`config.mk`:
```
export PLATFORM = sky130hd
export DESIGN_NAME = reg_writeback_queue
export DESIGN_NICKNAME = d
export VERILOG_FILES = /design/src/rtl/reg_writeback_queue.sv
export SDC_FILE = /design/constraint.sdc
export NUM_CORES = 1
export LEC_CHECK = 0
export CAP_MARGIN = 20
export CORE_MARGIN = 3
export CORE_UTILIZATION = 50
export CTS_CLUSTER_DIAMETER = 100
export DETAILED_ROUTE_END_ITERATION = 8
export PLACE_DENSITY = 0.81
export SYNTH_ARGS = -nofsm -noshare
export SYNTH_HDL_FRONTEND = slang
export SYNTH_SLANG_ARGS = --single-unit
export TNS_END_PERCENT = 5
```
`constraint.sdc`:
```
create_clock -name clock -period 2.4 [get_ports clock]
set_input_delay 0.6 -clock clock [delete_from_list [all_inputs] [get_ports clock]]
set_output_delay 0.6 -clock clock [all_outputs]
set_load 0.005 [all_outputs]
```
`src/rtl/reg_writeback_queue.sv`:
```
// Writeback queue between the WB stage and the register bank: buffers writes, drains one per cycle.
// Define RWQ_FORWARD_EN to add the combinational forwarding lookup over queued entries.
module reg_writeback_queue #(
  parameter int unsigned DEPTH  = 4,
  parameter int unsigned DATA_W = 32,
  parameter int unsigned ADDR_W = 5
) (
  input  logic                     clock,
  input  logic                     reset_n,
  input  logic                     in_valid,
  output logic                     in_ready,
  input  logic [ADDR_W-1:0]        in_reg,
  input  logic [DATA_W-1:0]        in_data,
  input  logic                     in_jal,
  input  logic [31:0]              in_pc,
  input  logic                     wb_stall,
  output logic                     wb_we,
  output logic [ADDR_W-1:0]        wb_reg,
  output logic [DATA_W-1:0]        wb_data,
  input  logic [ADDR_W-1:0]        fwd_reg1,
  input  logic [ADDR_W-1:0]        fwd_reg2,
  output logic                     fwd_hit1,
  output logic [DATA_W-1:0]        fwd_data1,
  output logic                     fwd_hit2,
  output logic [DATA_W-1:0]        fwd_data2,
  output logic [$clog2(DEPTH):0]   count
);

  localparam int unsigned PtrW = $clog2(DEPTH);
  localparam int unsigned CntW = PtrW + 1;
  localparam logic [ADDR_W-1:0] LinkReg = ADDR_W'(31);

  logic [ADDR_W-1:0] reg_q  [DEPTH];
  logic [DATA_W-1:0] data_q [DEPTH];
  logic [DEPTH-1:0]  valid_q, valid_d;
  logic [PtrW-1:0]   rd_ptr_q, rd_ptr_d, wr_ptr_q, wr_ptr_d;
  logic [CntW-1:0]   count_q, count_d;

  logic              empty, store, pop;
  logic [ADDR_W-1:0] push_reg;
  logic [DATA_W-1:0] push_data;
  logic [31:0]       pc_plus1;

  assign empty    = (count_q == '0);
  // Full stays full for the whole cycle, even if the head pops on the same edge.
  assign in_ready = (count_q != CntW'(DEPTH));
  // Writes to r0 complete the handshake but are dropped; jal always targets r31.
  assign store    = in_valid & in_ready & (in_jal | (in_reg != '0));
  assign pc_plus1 = in_pc + 32'd1;
  assign push_reg  = in_jal ? LinkReg : in_reg;
  assign push_data = in_jal ? DATA_W'(pc_plus1) : in_data;

  assign wb_we   = ~empty & ~wb_stall;
  assign wb_reg  = empty ? '0 : reg_q[rd_ptr_q];
  assign wb_data = empty ? '0 : data_q[rd_ptr_q];
  assign pop     = wb_we;
  assign count   = count_q;

  always_comb begin
    rd_ptr_d = rd_ptr_q;
    wr_ptr_d = wr_ptr_q;
    count_d  = count_q;
    valid_d  = valid_q;
    if (pop) begin
      rd_ptr_d          = rd_ptr_q + PtrW'(1);
      valid_d[rd_ptr_q] = 1'b0;
    end
    if (store) begin
      wr_ptr_d          = wr_ptr_q + PtrW'(1);
      valid_d[wr_ptr_q] = 1'b1;
    end
    unique case ({store, pop})
      2'b10:   count_d = count_q + CntW'(1);
      2'b01:   count_d = count_q - CntW'(1);
      default: count_d = count_q;
    endcase
  end

  always_ff @(posedge clock or negedge reset_n) begin
    if (!reset_n) begin
      rd_ptr_q <= '0;
      wr_ptr_q <= '0;
      count_q  <= '0;
      valid_q  <= '0;
    end else begin
      rd_ptr_q <= rd_ptr_d;
      wr_ptr_q <= wr_ptr_d;
      count_q  <= count_d;
      valid_q  <= valid_d;
    end
  end

  // Payload storage needs no reset; valid bits and count guard every read.
  always_ff @(posedge clock) begin
    if (store) begin
      reg_q[wr_ptr_q]  <= push_reg;
      data_q[wr_ptr_q] <= push_data;
    end
  end

`ifdef RWQ_FORWARD_EN
  // Scan oldest to youngest so the last match (youngest) wins.
  always_comb begin
    logic [PtrW-1:0] idx;
    idx       = '0;
    fwd_hit1  = 1'b0;
    fwd_data1 = '0;
    fwd_hit2  = 1'b0;
    fwd_data2 = '0;
    for (int unsigned i = 0; i < DEPTH; i++) begin
      idx = rd_ptr_q + PtrW'(i);
      if (valid_q[idx] && (fwd_reg1 != '0) && (reg_q[idx] == fwd_reg1)) begin
        fwd_hit1  = 1'b1;
        fwd_data1 = data_q[idx];
      end
      if (valid_q[idx] && (fwd_reg2 != '0) && (reg_q[idx] == fwd_reg2)) begin
        fwd_hit2  = 1'b1;
        fwd_data2 = data_q[idx];
      end
    end
  end
`else
  assign fwd_hit1  = 1'b0;
  assign fwd_data1 = '0;
  assign fwd_hit2  = 1'b0;
  assign fwd_data2 = '0;

  logic unused_fwd;
  assign unused_fwd = ^{fwd_reg1, fwd_reg2, valid_q};
`endif

endmodule

```
### Word level (Yosys, flattened, before mapping)

Memory sizes are Yosys's and may differ from the RTL's.
Index checks and enable logic that the tools add are counted.

| storage, ports and cells | value |
|---|---|
| register bits after elaboration | 7 |
| bits in latches | 0 |
| bits in writable memories | 148 |
| bits in read-only memories | 0 |
| output and inout port bits | 108 |
| word-level logic and storage cells | 29 |
| memories | 2 |

Memories:

| memory | depth | width | read ports | clocked after Yosys merged registers in | wr ports | line | RTL |
|---|---|---|---|---|---|---|---|
| data_q | 4 | 32 | 1 | 0 | 1 | 34 | `logic [DATA_W-1:0] data_q [DEPTH];` |
| reg_q | 4 | 5 | 1 | 0 | 1 | 33 | `logic [ADDR_W-1:0] reg_q [DEPTH];` |

| operators by class | value |
|---|---|
| add/sub/neg operators | 5 |
| multipliers | 0 |
| div/mod/pow operators | 0 |
| order comparisons | 0 |
| equality and inequality tests | 3 |
| shifts and indexed selects | 0 |
| muxes and demuxes | 7 |
| bitwise logic cells | 6 |
| reduce and logical (&&, ||, !) cells | 3 |

Operator list:

| cell | count |
|---|---|
| $mux W32 | 2 |
| $add A32 B1 Y32 const B | 1 |
| $mux W5 | 2 |
| $pmux W3 S2 | 1 |
| $reduce_bool A5 Y1 | 1 |
| $add A2 B1 Y2 const B | 2 |
| $add A3 B1 Y3 const B | 1 |
| $and A1 B1 Y1 | 3 |
| $logic_not A3 Y1 | 1 |
| $ne A3 B3 Y1 const B | 1 |
| $sub A3 B1 Y3 const B | 1 |
| $eq A2 B1 Y1 const B | 1 |
| $eq A2 B2 Y1 const B | 1 |
| $mux W1 | 2 |
| $not A1 Y1 | 2 |
| $reduce_bool A2 Y1 | 1 |
| $or A1 B1 Y1 | 1 |

### Logic depth before layout (Yosys ltp)

| depth | value |
|---|---|
| depth after elaboration | 5 |
| gate-level depth with buffers | 10 |
| mapped depth without buffers | 10 |

### Worst setup path before layout

No wires, ideal clock.

| path | value |
|---|---|
| kind | input to register |
| start point | input port in_reg[1] |
| end point | register count_q[2] (netlist: count[2]) |
| setup time | 0.079 ns |
| data arrival time | 2.398 ns |
| data required time | 2.321 ns |
| setup slack | -0.077 ns |
| stages | 9 |
| buffers on the path | 0 |
| cells stage by stage | or4_1 -> o211a_1 -> inv_1 -> ha_1 -> inv_1 -> fa_1 -> xor2_1 -> nor2_1 -> xor2_1 |

| on the way | value |
|---|---|
| cells in the longest elaborated chain, start to end | 5 |
| elaborated cells on any way between the ends | 7 |
| classes of those cells | eq/ne: 2; mux: 1; bitwise: 2; reduce/logical: 2 |

Ends and longest elaborated chain:

| item | line | RTL |
|---|---|---|
| start, declared | 12 | `input logic [ADDR_W-1:0] in_reg,` |
| $reduce_bool A5 Y1 * | 48 | `assign store = in_valid & in_ready & (in_jal \| (in_reg != '0));` |
| $or A1 B1 Y1 * | 48 |  |
| $and A1 B1 Y1 * | 48 |  |
| $eq A2 B1 Y1 / $eq A2 B2 Y1 (equally long branches) | 72 | `unique case ({store, pop})` |
| $pmux W3 S2 / $reduce_bool A2 Y1 (equally long branches) | n/a |  |
| end signal, assigned | 88 | `count_q <= count_d;` |
| end, declared | 37 | `logic [CntW-1:0] count_q, count_d;` |

Every way passes the cells marked *; elsewhere a longest branch is shown, timed or not.
A chain may end at the register's enable or synchronous reset.

### Worst setup path after layout

| path | value |
|---|---|
| start point | register rd_ptr_q[0] |
| end point | output port wb_data[13] |

| on the way | value |
|---|---|
| cells in the longest elaborated chain, start to end | 2 |

Ends and longest elaborated chain:

| item | line | RTL |
|---|---|---|
| start, declared | 36 | `logic [PtrW-1:0] rd_ptr_q, rd_ptr_d, wr_ptr_q, wr_ptr_d;` |
| start signal, assigned | 86 | `rd_ptr_q <= rd_ptr_d;` |
| $mem_v2 Z4 W32 | n/a |  |
| $mux W32 | 55 | `assign wb_data = empty ? '0 : data_q[rd_ptr_q];` |
| end, declared | 19 | `output logic [DATA_W-1:0] wb_data,` |

Every way passes these cells.

==> results.md <==
* Run status: finished, violations left
* Failing checks: setup timing
* Crit Path Max Fanout at 5
* Vias at 5,205
* Routed WL at 18.8 mm
* First-pass GRT wire length at about 28 mm
* Fmax at between 300 and 400 MHz
* Synth top area share at 0.584
* Asr flop ratio synth at 0.0452
* RR Startpoint: count[0]$_DFFE_PN0P_
* Worst-Skew Late Latency at between 0.4 and 0.5 ns
* CP delay by family, top: multiplexers
* Starting density of the core at 0.518
* Internal reg-to-reg setup slack at 0.46 ns
* Internal at a little under 8 mW
* Non-Filler Instances at 914
* Avg Inst Size Synth at 14.4 sq um
* CTS tree: built
* Average wire per standard cell at 20.5 um
* DRT iter0 DRCs at 465
* Die W at 129 um
* Final Cell Area at between 10,000 and 15,000 sq um
* Buffer and inverter count on the worst path at 3
* NumNets Final at ~810
* First drt pass iteration count at 5
* Peak supply drop at 0.732 mV
* Clock share of power at 0.263
* Synth Register Bits at 155
* Yosys top cell by area: edfxtp_1
* Sequential area share after synthesis at 0.607
* Num CTS Buffers at 17
* Sw frac at 0.287
* Clock Skews at 0.00746 ns
* Synth Area in Compound Gates at 0.0431
* Combinational share of power at 0.384
* Hpwl dp at 11.9 mm
* Port Buf Inserts at 115
* Relative slew slack at 0.432
* Initial antenna violation count at 0
* Largest net degree at the start of global routing at 69
* Final worst setup slack at -0.178 ns
* Seq pwr share at 0.353
* Met2 Use GR at 0.393
* Placed Instance Area at about 9300 sq um
* PwrDens at 1070 nW/um^2
* Most numerous cell in the Yosys netlist: edfxtp_1
* # clock sinks at 155
* Crit path capture type: output pin
* CP Class: reg -> out
* Final Hold Viols at 0
* Critical Path AT at 1.98 ns
* XOR/XNOR share of the synthesized area at 0.0196
* Final setup viols at 35
* Overall Global Routing Usage at 0.228
* Adder-cell share of the synthesized area at 0.0125
* Mapped Area at between 7000 and 8000 sq um
* Final Critical Period at ~2.6 ns
* Hold crit path type: in -> async
* IO Pins at 192
* Crit Reg-Reg Endpoint: count[2]$_DFFE_PN0P_
* CTS H-tree depth at 4
* Layout cells sized above 1 at 0.336
* Post-CTS Hold Buffers at 0
* Maxcap violations at 0
* RSZ-0062 raised after global routing: yes
* Fillers at 921
* Die area at between 15,000 and 20,000 sq um
* Post-synth top flop: edfxtp_1
* Synthesis-to-finish area growth at 33.8%
* CORE AREA at approximately 15,000 sq um
* Mux cell area share after synthesis at 0.114
* Remaining Overflow, GRT at 0
* Worst-path cell chain: buf_6 -> buf_12 -> mux4_2 -> nor2b_4 -> buf_2
* Largest cells by area after synthesis: edfxtp_1 58%, mux4_2 11%, buf_4 6.5%
* Switching pwr at 3.12 mW
* Pins Over Slew Limit at 0
* GR Layer Usage met3 at 0.0499
* Critical Path Start Type: flip-flop
* Slew @ Worst Pin at between 0.8 and 0.9 ns
* Synth Warn # at 0
* Clock Tree Root: clkbuf_16
* Placed Instances at between 800 and 900
* EDFF count, synth at 148
* Synth cell count leaders: 148 x edfxtp_1, 66 x buf_4, 37 x mux4_2, 37 x nor2b_1, 33 x nor2_1
* Die height at 129 um
* CP peak stage delay at 0.51 ns
* GR peak layer: met2
* DRT antenna net count at 0
* Library cells used by synthesis at 43
* Number of diodes at 0
* Critical Path RT at 1.80 ns
* Main combinational cell family by area after synthesis: simple AND/OR/NAND/NOR gates
* DR DRC count at 0
* CTS max path bufs at 2
* Final critical-path share of the clock period at 1.07
* Synth Area in Simple Gates at 0.115
* Via density at 5.69
* Syn Inst Count at 527
* Reg2reg path depth at 10
* Leak pwr at 3.74 nW
* Vias in the first global route at 5,267
* CP max-delay cell: mux4_2
* Placement Rows at 44
* Reg clk slew, reported paths at 0.06 ns
* GPL Wtd Cong at 0.897
* GRT met1 Usage at 0.283
worst reg2reg max path, delay by kind of cell (launching register included):
family          cells  cell delay, ns
flops               1            0.44
xor+xnor            2            0.32
simple gates        2            0.22
compound gates      1            0.17
buf+inv             3            0.22
fa+ha+maj           2            0.50
layout make-up:
type	count	area (sq um)	area share
clock buffer	19	433	0.0425
timing repair buffer	200	1850	0.181
inverter	11	41.3	0.00406
tap	184	230	0.0226
sequential	155	4620	0.454
multi-input combinational	332	2810	0.276
clock inverter	13	196	0.0193
cells in the final DEF (no fill, tap or decap), types with 7 or more instances in the layout:
cell             instances
xnor2_1                 12
conb_1                  66
nand2_1                 11
buf_2                   25
or4_1                   17
o31ai_1                 14
nand3_1                  9
clkbuf_2                11
buf_6                    7
nand4_1                  9
inv_1                   11
edfxtp_1               148
buf_12                  17
nor2_1                  32
mux4_2                  37
clkdlybuf4s50_1         76
a21oi_1                 10
buf_4                   63
nor2b_4                 11
a31oi_2                 11
nor2b_1                 24
clkbuf_16               17
state kept, by name, indices dropped and copies added (netlist names):
name / flops
data_q: 128
reg_q: 20
count: 3
rd_ptr_q: 2
wr_ptr_q: 2
metrics by stage:
step / total power [mW] / setup TNS, ns / setup WS [ns] / hold WS [ns] / utilization
2_1_floorplan: 5.81 / -0.0721 / -0.0721 / 0.304 / -
3_3_place_gp: 7.76 / -58.32 / -0.468 / 0.514 / 0.634
6_report: 10.8 / -3.47 / -0.178 / 0.477 / 0.692
5_1_grt: 11.4 / -6.41 / -0.227 / 0.494 / 0.692
4_1_cts: 11.1 / -7.36 / -0.223 / 0.478 / 0.693
3_5_place_dp: 7.87 / -68.01 / -0.591 / 0.538 / 0.634
power by group through the flow:
stage	Sequential, mW	Clock, mW	Combinational [mW]
after floorplan	3.77	0	2.04
after global placement	3.78	0	3.98
after detailed placement	3.84	0	4.03
after CTS	3.81	2.88	4.38
after global routing	3.86	3.00	4.49
final	3.82	2.85	4.16
what timing repair did:
item	4_1_cts	5_1_grt
gates resized for setup	160	44
setup buffers	13	0
gates cloned	3	0
pin swaps	4	1
endpoints found under the setup margin	51	104
how the worst max path moves through the flow:
stage	startpoint	end	slack, ns	cells past startpoint
after floorplan	in_reg[1]	count[2]$_DFFE_PN0P_	-0.07	9
final	rd_ptr_q[0]$_DFFE_PN0P_	wb_data[13]	-0.18	5
after detailed placement	in_pc[2]	data_q[3][27]$_DFFE_PP_	-0.59	5
after global placement	in_reg[1]	count[2]$_DFFE_PN0P_	-0.47	10
after global routing	rd_ptr_q[0]$_DFFE_PN0P_	wb_data[13]	-0.23	5
after CTS	rd_ptr_q[0]$_DFFE_PN0P_	wb_data[26]	-0.22	6
cell families after synthesis:
kind of cell	count (synthesis)
flip-flops	155
AND/OR/NAND/NOR	151
buffers and inverters	105
AO/OA/AOI/OAI	51
multiplexers	40
XOR/XNOR	17
adder cells (fa/ha/maj)	7
other	1
layer usage:
metal,vias up,part of all wire
met2,302,0.52
li1,2269,-
met3,47,0.073
met4,0,0.025
met1,2587,0.38
met5,-,0
Power figures use the tool's default switching activity.
